<file path="src/rtl/dtc_vote_window.sv">
// Majority-vote window over the 3-bit class stream from the dtc classifiers.
// It counts a per-class histogram, scans it for the winner, then holds the result until it is accepted.
module dtc_vote_window #(
  parameter int CLASS_W = 3,
  parameter int WINDOW  = 16,
  parameter int CNT_W   = $clog2(WINDOW + 1)
) (
  input  logic               clk,
  input  logic               rst,
  input  logic               in_valid,
  output logic               in_ready,
  input  logic [CLASS_W-1:0] in_class,
  input  logic               flush,
  output logic               out_valid,
  input  logic               out_ready,
  output logic [CLASS_W-1:0] out_class,
  output logic [CNT_W-1:0]   out_count,
  output logic [CNT_W-1:0]   out_total,
  output logic [1:0]         dbg_state
);

  localparam int NBINS = 2 ** CLASS_W;
  localparam logic [CNT_W-1:0]   CNT_ONE  = CNT_W'(1);
  localparam logic [CNT_W-1:0]   CNT_WIN  = CNT_W'(WINDOW);
  localparam logic [CLASS_W-1:0] IDX_LAST = {CLASS_W{1'b1}};

  typedef enum logic [1:0] {
    ST_ACCUM = 2'd0,
    ST_SCAN  = 2'd1,
    ST_EMIT  = 2'd2
  } state_t;

  // Handshakes: a prediction moves on in_valid & in_ready, a result moves on
  // out_valid & out_ready; neither valid ever waits on its ready.
  state_t             state_q, state_d;
  logic [CNT_W-1:0]   bin_q [NBINS];
  logic [CNT_W-1:0]   bin_d [NBINS];
  logic [CNT_W-1:0]   total_q, total_d;
  logic [CLASS_W-1:0] idx_q, idx_d;
  logic [CNT_W-1:0]   best_cnt_q, best_cnt_d;
  logic [CLASS_W-1:0] best_cls_q, best_cls_d;
  logic [CLASS_W-1:0] out_class_q, out_class_d;
  logic [CNT_W-1:0]   out_count_q, out_count_d;
  logic [CNT_W-1:0]   out_total_q, out_total_d;

  logic in_xfer;
  logic out_xfer;
  logic close_win;

  // in_ready is forced low during reset because the reset state is ACCUM.
  assign in_ready  = (state_q == ST_ACCUM) && !rst;
  assign out_valid = (state_q == ST_EMIT);
  assign out_class = out_class_q;
  assign out_count = out_count_q;
  assign out_total = out_total_q;
  assign dbg_state = state_q;

  assign in_xfer  = in_valid && in_ready;
  assign out_xfer = out_valid && out_ready;

  always_comb begin
    state_d     = state_q;
    bin_d       = bin_q;
    total_d     = total_q;
    idx_d       = idx_q;
    best_cnt_d  = best_cnt_q;
    best_cls_d  = best_cls_q;
    out_class_d = out_class_q;
    out_count_d = out_count_q;
    out_total_d = out_total_q;
    close_win   = 1'b0;

    case (state_q)
      ST_ACCUM: begin
        if (in_xfer) begin
          bin_d[in_class] = bin_q[in_class] + CNT_ONE;
          total_d         = total_q + CNT_ONE;
        end
        // A transfer in the flush cycle is already in bin_d/total_d here.
        if (in_xfer && (total_d == CNT_WIN)) close_win = 1'b1;
        if (flush && ((total_q != '0) || in_xfer)) close_win = 1'b1;
        if (close_win) begin
          state_d    = ST_SCAN;
          idx_d      = '0;
          best_cnt_d = '0;
          best_cls_d = '0;
        end
      end

      ST_SCAN: begin
        // Strict compare keeps the lowest class code on ties.
        if (bin_q[idx_q] > best_cnt_q) begin
          best_cnt_d = bin_q[idx_q];
          best_cls_d = idx_q;
        end
        idx_d = idx_q + 1'b1;
        if (idx_q == IDX_LAST) begin
          out_class_d = best_cls_d;
          out_count_d = best_cnt_d;
          out_total_d = total_q;
          state_d     = ST_EMIT;
        end
      end

      ST_EMIT: begin
        if (out_xfer) begin
          for (int i = 0; i < NBINS; i++) bin_d[i] = '0;
          total_d = '0;
          state_d = ST_ACCUM;
        end
      end

      default: begin
        state_d = ST_ACCUM;
      end
    endcase
  end

  always_ff @(posedge clk or posedge rst) begin
    if (rst) begin
      state_q     <= ST_ACCUM;
      for (int i = 0; i < NBINS; i++) bin_q[i] <= '0;
      total_q     <= '0;
      idx_q       <= '0;
      best_cnt_q  <= '0;
      best_cls_q  <= '0;
      out_class_q <= '0;
      out_count_q <= '0;
      out_total_q <= '0;
    end else begin
      state_q     <= state_d;
      for (int i = 0; i < NBINS; i++) bin_q[i] <= bin_d[i];
      total_q     <= total_d;
      idx_q       <= idx_d;
      best_cnt_q  <= best_cnt_d;
      best_cls_q  <= best_cls_d;
      out_class_q <= out_class_d;
      out_count_q <= out_count_d;
      out_total_q <= out_total_d;
    end
  end

endmodule
</file>
<file path="config.mk">
export PLATFORM = sky130hd
export DESIGN_NAME = dtc_vote_window
export DESIGN_NICKNAME = d
export VERILOG_FILES = /design/src/rtl/dtc_vote_window.sv
export SDC_FILE = /design/constraint.sdc
export NUM_CORES = 1
export LEC_CHECK = 0
export CAP_MARGIN = 5
export CORE_MARGIN = 1
export CORE_UTILIZATION = 60
export CTS_BUF_LIST = sky130_fd_sc_hd__clkbuf_8 sky130_fd_sc_hd__clkbuf_16
export CTS_CLUSTER_SIZE = 10
export DETAILED_ROUTE_END_ITERATION = 8
export GPL_TIMING_DRIVEN = 0
export PLACE_DENSITY = 0.91
export SYNTH_ARGS = -nofsm -noshare
export SYNTH_HDL_FRONTEND = slang
export SYNTH_SLANG_ARGS = --single-unit
</file>
<file path="constraint.sdc">
create_clock -name clk -period 4.45 [get_ports clk]
set_clock_uncertainty 0.05 [all_clocks]
set_input_delay 0.6675 -clock clk [delete_from_list [all_inputs] [get_ports clk]]
set_output_delay 0.6675 -clock clk [all_outputs]
set_load 0.03 [all_outputs]
</file>
==> flow_metrics.py, run 1 <==
metrics = {
    "run_status": {
        "outcome": "finished with violations",
        "violations": "DRC",
    },
    "layout": {
        "final_util_pct": 69.4,
        "syn_to_final_growth_pct": 11.8,
        "n_antenna_cell": 0,
        "nNetsFinal": 455,
        "fill_cells": 478,
        "drive_above_1_share_pct": 14.3,
        "final_area_mm2": 0.00469,
    },
    "power_and_ir_drop": {
        "irDropWorstVdd_v": 0.000341,
        "seqPwrFrac_pct": 33.9,
        "internal-power_w": 0.00163,
        "p_comb_share_pct": 49.0,
        "cellPowerDensity_mw_per_mm2": 598,
        "power_w": 0.00281,
        "p_sw_share_pct": 41.9,
        "p_leak_nw": 2.07,
        "pwr-share-clk_pct": 17.2,
        "switchingPower_w": 0.00118,
    },
    "floorplanning": {
        "die-width_um": 85.6,
        "row_count": 30,
        "initial_core_util_pct": 62.1,
        "die_y_um": 85.6,
        "dieArea_mm2": 0.00733,
        "ios": 25,
        "core_area_mm2": 0.00676,
    },
    "worst_setup_path": {
        "slowest_delay_ps": 570,
        "path_buf_inv": 2,
        "critPathMaxFanout": 10,
        "r2r_slack_ps": 650,
        "required_ps": 4630,
        "cp_slowest_cell": "a31oi_1",
        "arrival_ps": 3980,
        "critPathTopFamily": "multiplexers",
        "path_class": "reg -> reg",
        "cp-start-kind": "flop",
        "critical_path.most_common_cell": "buf_2",
        "cp-end-kind": "flop",
        "crit_chain": "buf_2 -> mux4_2 -> mux2_2 -> ha_1 -> nor2b_1 -> o211ai_1 -> a31oi_1 -> buf_2 -> mux2i_1 -> o21ai_0",
    },
    "timing": {
        "fin_tns_setup_ps": 0,
        "worstMarginPinSlew_ps": 1050,
        "finalMaxSlewViolations": 0,
        "finalSetupViolCount": 0,
        "finalCriticalPeriod_ps": 3800,
        "rsz0062_at_grt": "no",
        "fmax_mhz": 263,
        "period_share_pct": 85.4,
        "fin_ws_ps": 650,
        "slew_headroom_pct": 29.0,
        "finalHoldViolCount": 0,
    },
    "logic_synthesis": {
        "synth_top_cell_area_share_pct": 42.3,
        "async_flop_share_pct": 100,
        "synth_edf_count": 0,
        "synth_warnings": 0,
        "synth.most_common_cell": "dfrtp_1",
        "ys_types": 60,
        "synth_seq_area_share_pct": 42.3,
        "synthCells": 405,
        "synth.ff_latch_count": 71,
        "syn_nets": 423,
        "synthTopCellsByArea": "dfrtp_1, mux4_2, nand2_1",
        "netlist_area_mm2": 0.00420,
        "synth_commonest_cells": "dfrtp_1, nand2_1, o21ai_0, mux2i_1, a22o_1",
        "syn_area_per_cell_um2": 10.4,
        "ys.flop_type": "dfrtp_1",
        "synth_top_area_cell": "dfrtp_1",
    },
    "global_route": {
        "antenna_found_initial": 0,
        "grt_pass1_vias": 3383,
        "overflow": 0,
        "grt_pass1_wl_um": 17400,
        "grt_max_degree": 72,
        "grtUsageTotal_pct": 31.6,
    },
    "place": {
        "dp_worst_setup_slack_ps": 670,
        "place.detailed.hpwl_um": 7650,
        "place.gp.congestion": 0.966,
        "io_buffers": 21,
        "place_area_mm2": 0.00451,
    },
    "cts": {
        "cts_sinks": 71,
        "clock_latency_ps": 360,
        "cts.path.max_buffers": 2,
        "htree_num_levels": 3,
        "postCtsHoldBufs": 0,
        "clk_pin_slew_worst_paths_ps": 80,
        "numCtsBuffers": 9,
        "ctsResizeCount": 0,
        "cts_setup_buffers": 0,
        "cts_root_buf": "clkbuf_8",
        "cts_tree": "yes",
    },
    "routing": {
        "drc": 1,
        "viasPerCell": 6.74,
        "drt_iter0_drc": 322,
        "dr.pass1.iters": 7,
        "wl_per_cell_um": 20.6,
        "ant_nets": 0,
        "finalWirelength_um": 10800,
        "num_vias": 3517,
    },
    "flow_run": {
        "max_cap_violations": 0,
    },
    "worst_hold_path": {
        "hold_class": "reg -> reg",
    },
}
==> tightest hold or removal path: stages (launching register included) <==
cell	delay [ps]
dfrtp_1	350
nand2_1	40
o21ai_0	60
==> registers in the layout (all words and copies together) (netlist names) <==
| register | flops |
|---|---|
| dbg_state | 2 |
| best_cls_q | 3 |
| idx_q | 3 |
| out_total | 5 |
| total_q | 5 |
| bin_q | 40 |
| best_cnt_q | 5 |
| out_class | 3 |
| out_count | 5 |
==> cell type report <==
type	instances	area, um2	area share, %
repair buffers	21	210	4.48
flip-flops and latches	71	1780	37.9
plain buffers	23	143	3.04
clock buffers	10	138	2.93
well taps	80	100	2.13
clock inverters	6	43.8	0.934
inverters	15	58.8	1.25
multi-input cells	296	2220	47.3
==> stage by stage <==
step | instances | hold slack, ps
3_5_place_dp | 506 | 420
5_1_grt | 522 | 445
3_3_place_gp | 506 | 411
6_report | 522 | 431
2_1_floorplan | 405 | 408
4_1_cts | 522 | 438
==> layer usage <==
metal | share of wire [%] | routed length [um] | global-route usage [%]
met1 | 42 | 4500 | 42.9
met4 | 2.9 | 314 | 12.4
met3 | 9.4 | 1020 | 10.5
met2 | 46 | 4920 | 47.2
met5 | 0 | 0 | 0
==> kinds of logic after synthesis <==
group | after synthesis | share of synthesized area (%)
fa+ha+maj | 10 | 2.98
buf+inv | 38 | 4.74
xor+xnor | 1 | 0.209
simple gates | 130 | 16.0
mux | 43 | 15.0
compound gates | 112 | 18.8
flops | 71 | 42.3
==> placed cells by master, fill, tap and decap left out, types with 10 or more instances in the layout <==
| cell | n |
|---|---|
| dfrtp_1 | 71 |
| nand2_1 | 55 |
| o21ai_0 | 32 |
| clkdlybuf4s50_1 | 21 |
| mux2i_1 | 20 |
| a22o_1 | 18 |
| nor2_1 | 17 |
| inv_1 | 14 |
| o211ai_1 | 11 |
| mux4_2 | 11 |
| or4_1 | 11 |
| ha_1 | 10 |
| clkbuf_8 | 10 |
==> worst paths after layout <==
| path | from | to | depth (start not counted) |
|---|---|---|---|
| setup / recovery | idx_q[0]$_DFFE_PP0P_ | out_count[1]$_DFFE_PP0P_ | 10 |
| hold reg to reg | out_class[1]$_DFFE_PP0P_ | out_class[1]$_DFFE_PP0P_ | 2 |
| hold / removal | out_class[1]$_DFFE_PP0P_ | out_class[1]$_DFFE_PP0P_ | 2 |
| min in group asynchronous | rst | total_q[3]$_DFFE_PP0P_ | 2 |
| setup reg to reg | idx_q[0]$_DFFE_PP0P_ | out_count[1]$_DFFE_PP0P_ | 10 |
| max in group asynchronous | rst | bin_q[30]$_DFFE_PP0P_ | 2 |
==> power by group through the flow <==
stage / logic (W) / registers, W / clock network [W]
2_1_floorplan: 0.000913 / 0.00103 / 0
3_3_place_gp: 0.00132 / 0.000948 / 0
3_5_place_dp: 0.00135 / 0.000959 / 0
4_1_cts: 0.00136 / 0.000946 / 0.000479
5_1_grt: 0.00150 / 0.000971 / 0.000508
6_report: 0.00137 / 0.000951 / 0.000482
Power figures use the tool's default switching activity.
==> inputs of run 2 (changes only) <==
--- a/config.mk
+++ b/config.mk
@@ -12,6 +12,7 @@
 export CTS_CLUSTER_SIZE = 10
 export DETAILED_ROUTE_END_ITERATION = 8
 export GPL_TIMING_DRIVEN = 0
+export HOLD_SLACK_MARGIN = 0.12
 export PLACE_DENSITY = 0.91
 export SYNTH_ARGS = -nofsm -noshare
 export SYNTH_HDL_FRONTEND = slang
==> results of run 2 <==
No change in the layout: final DEF, timing and power equal those of run 1.
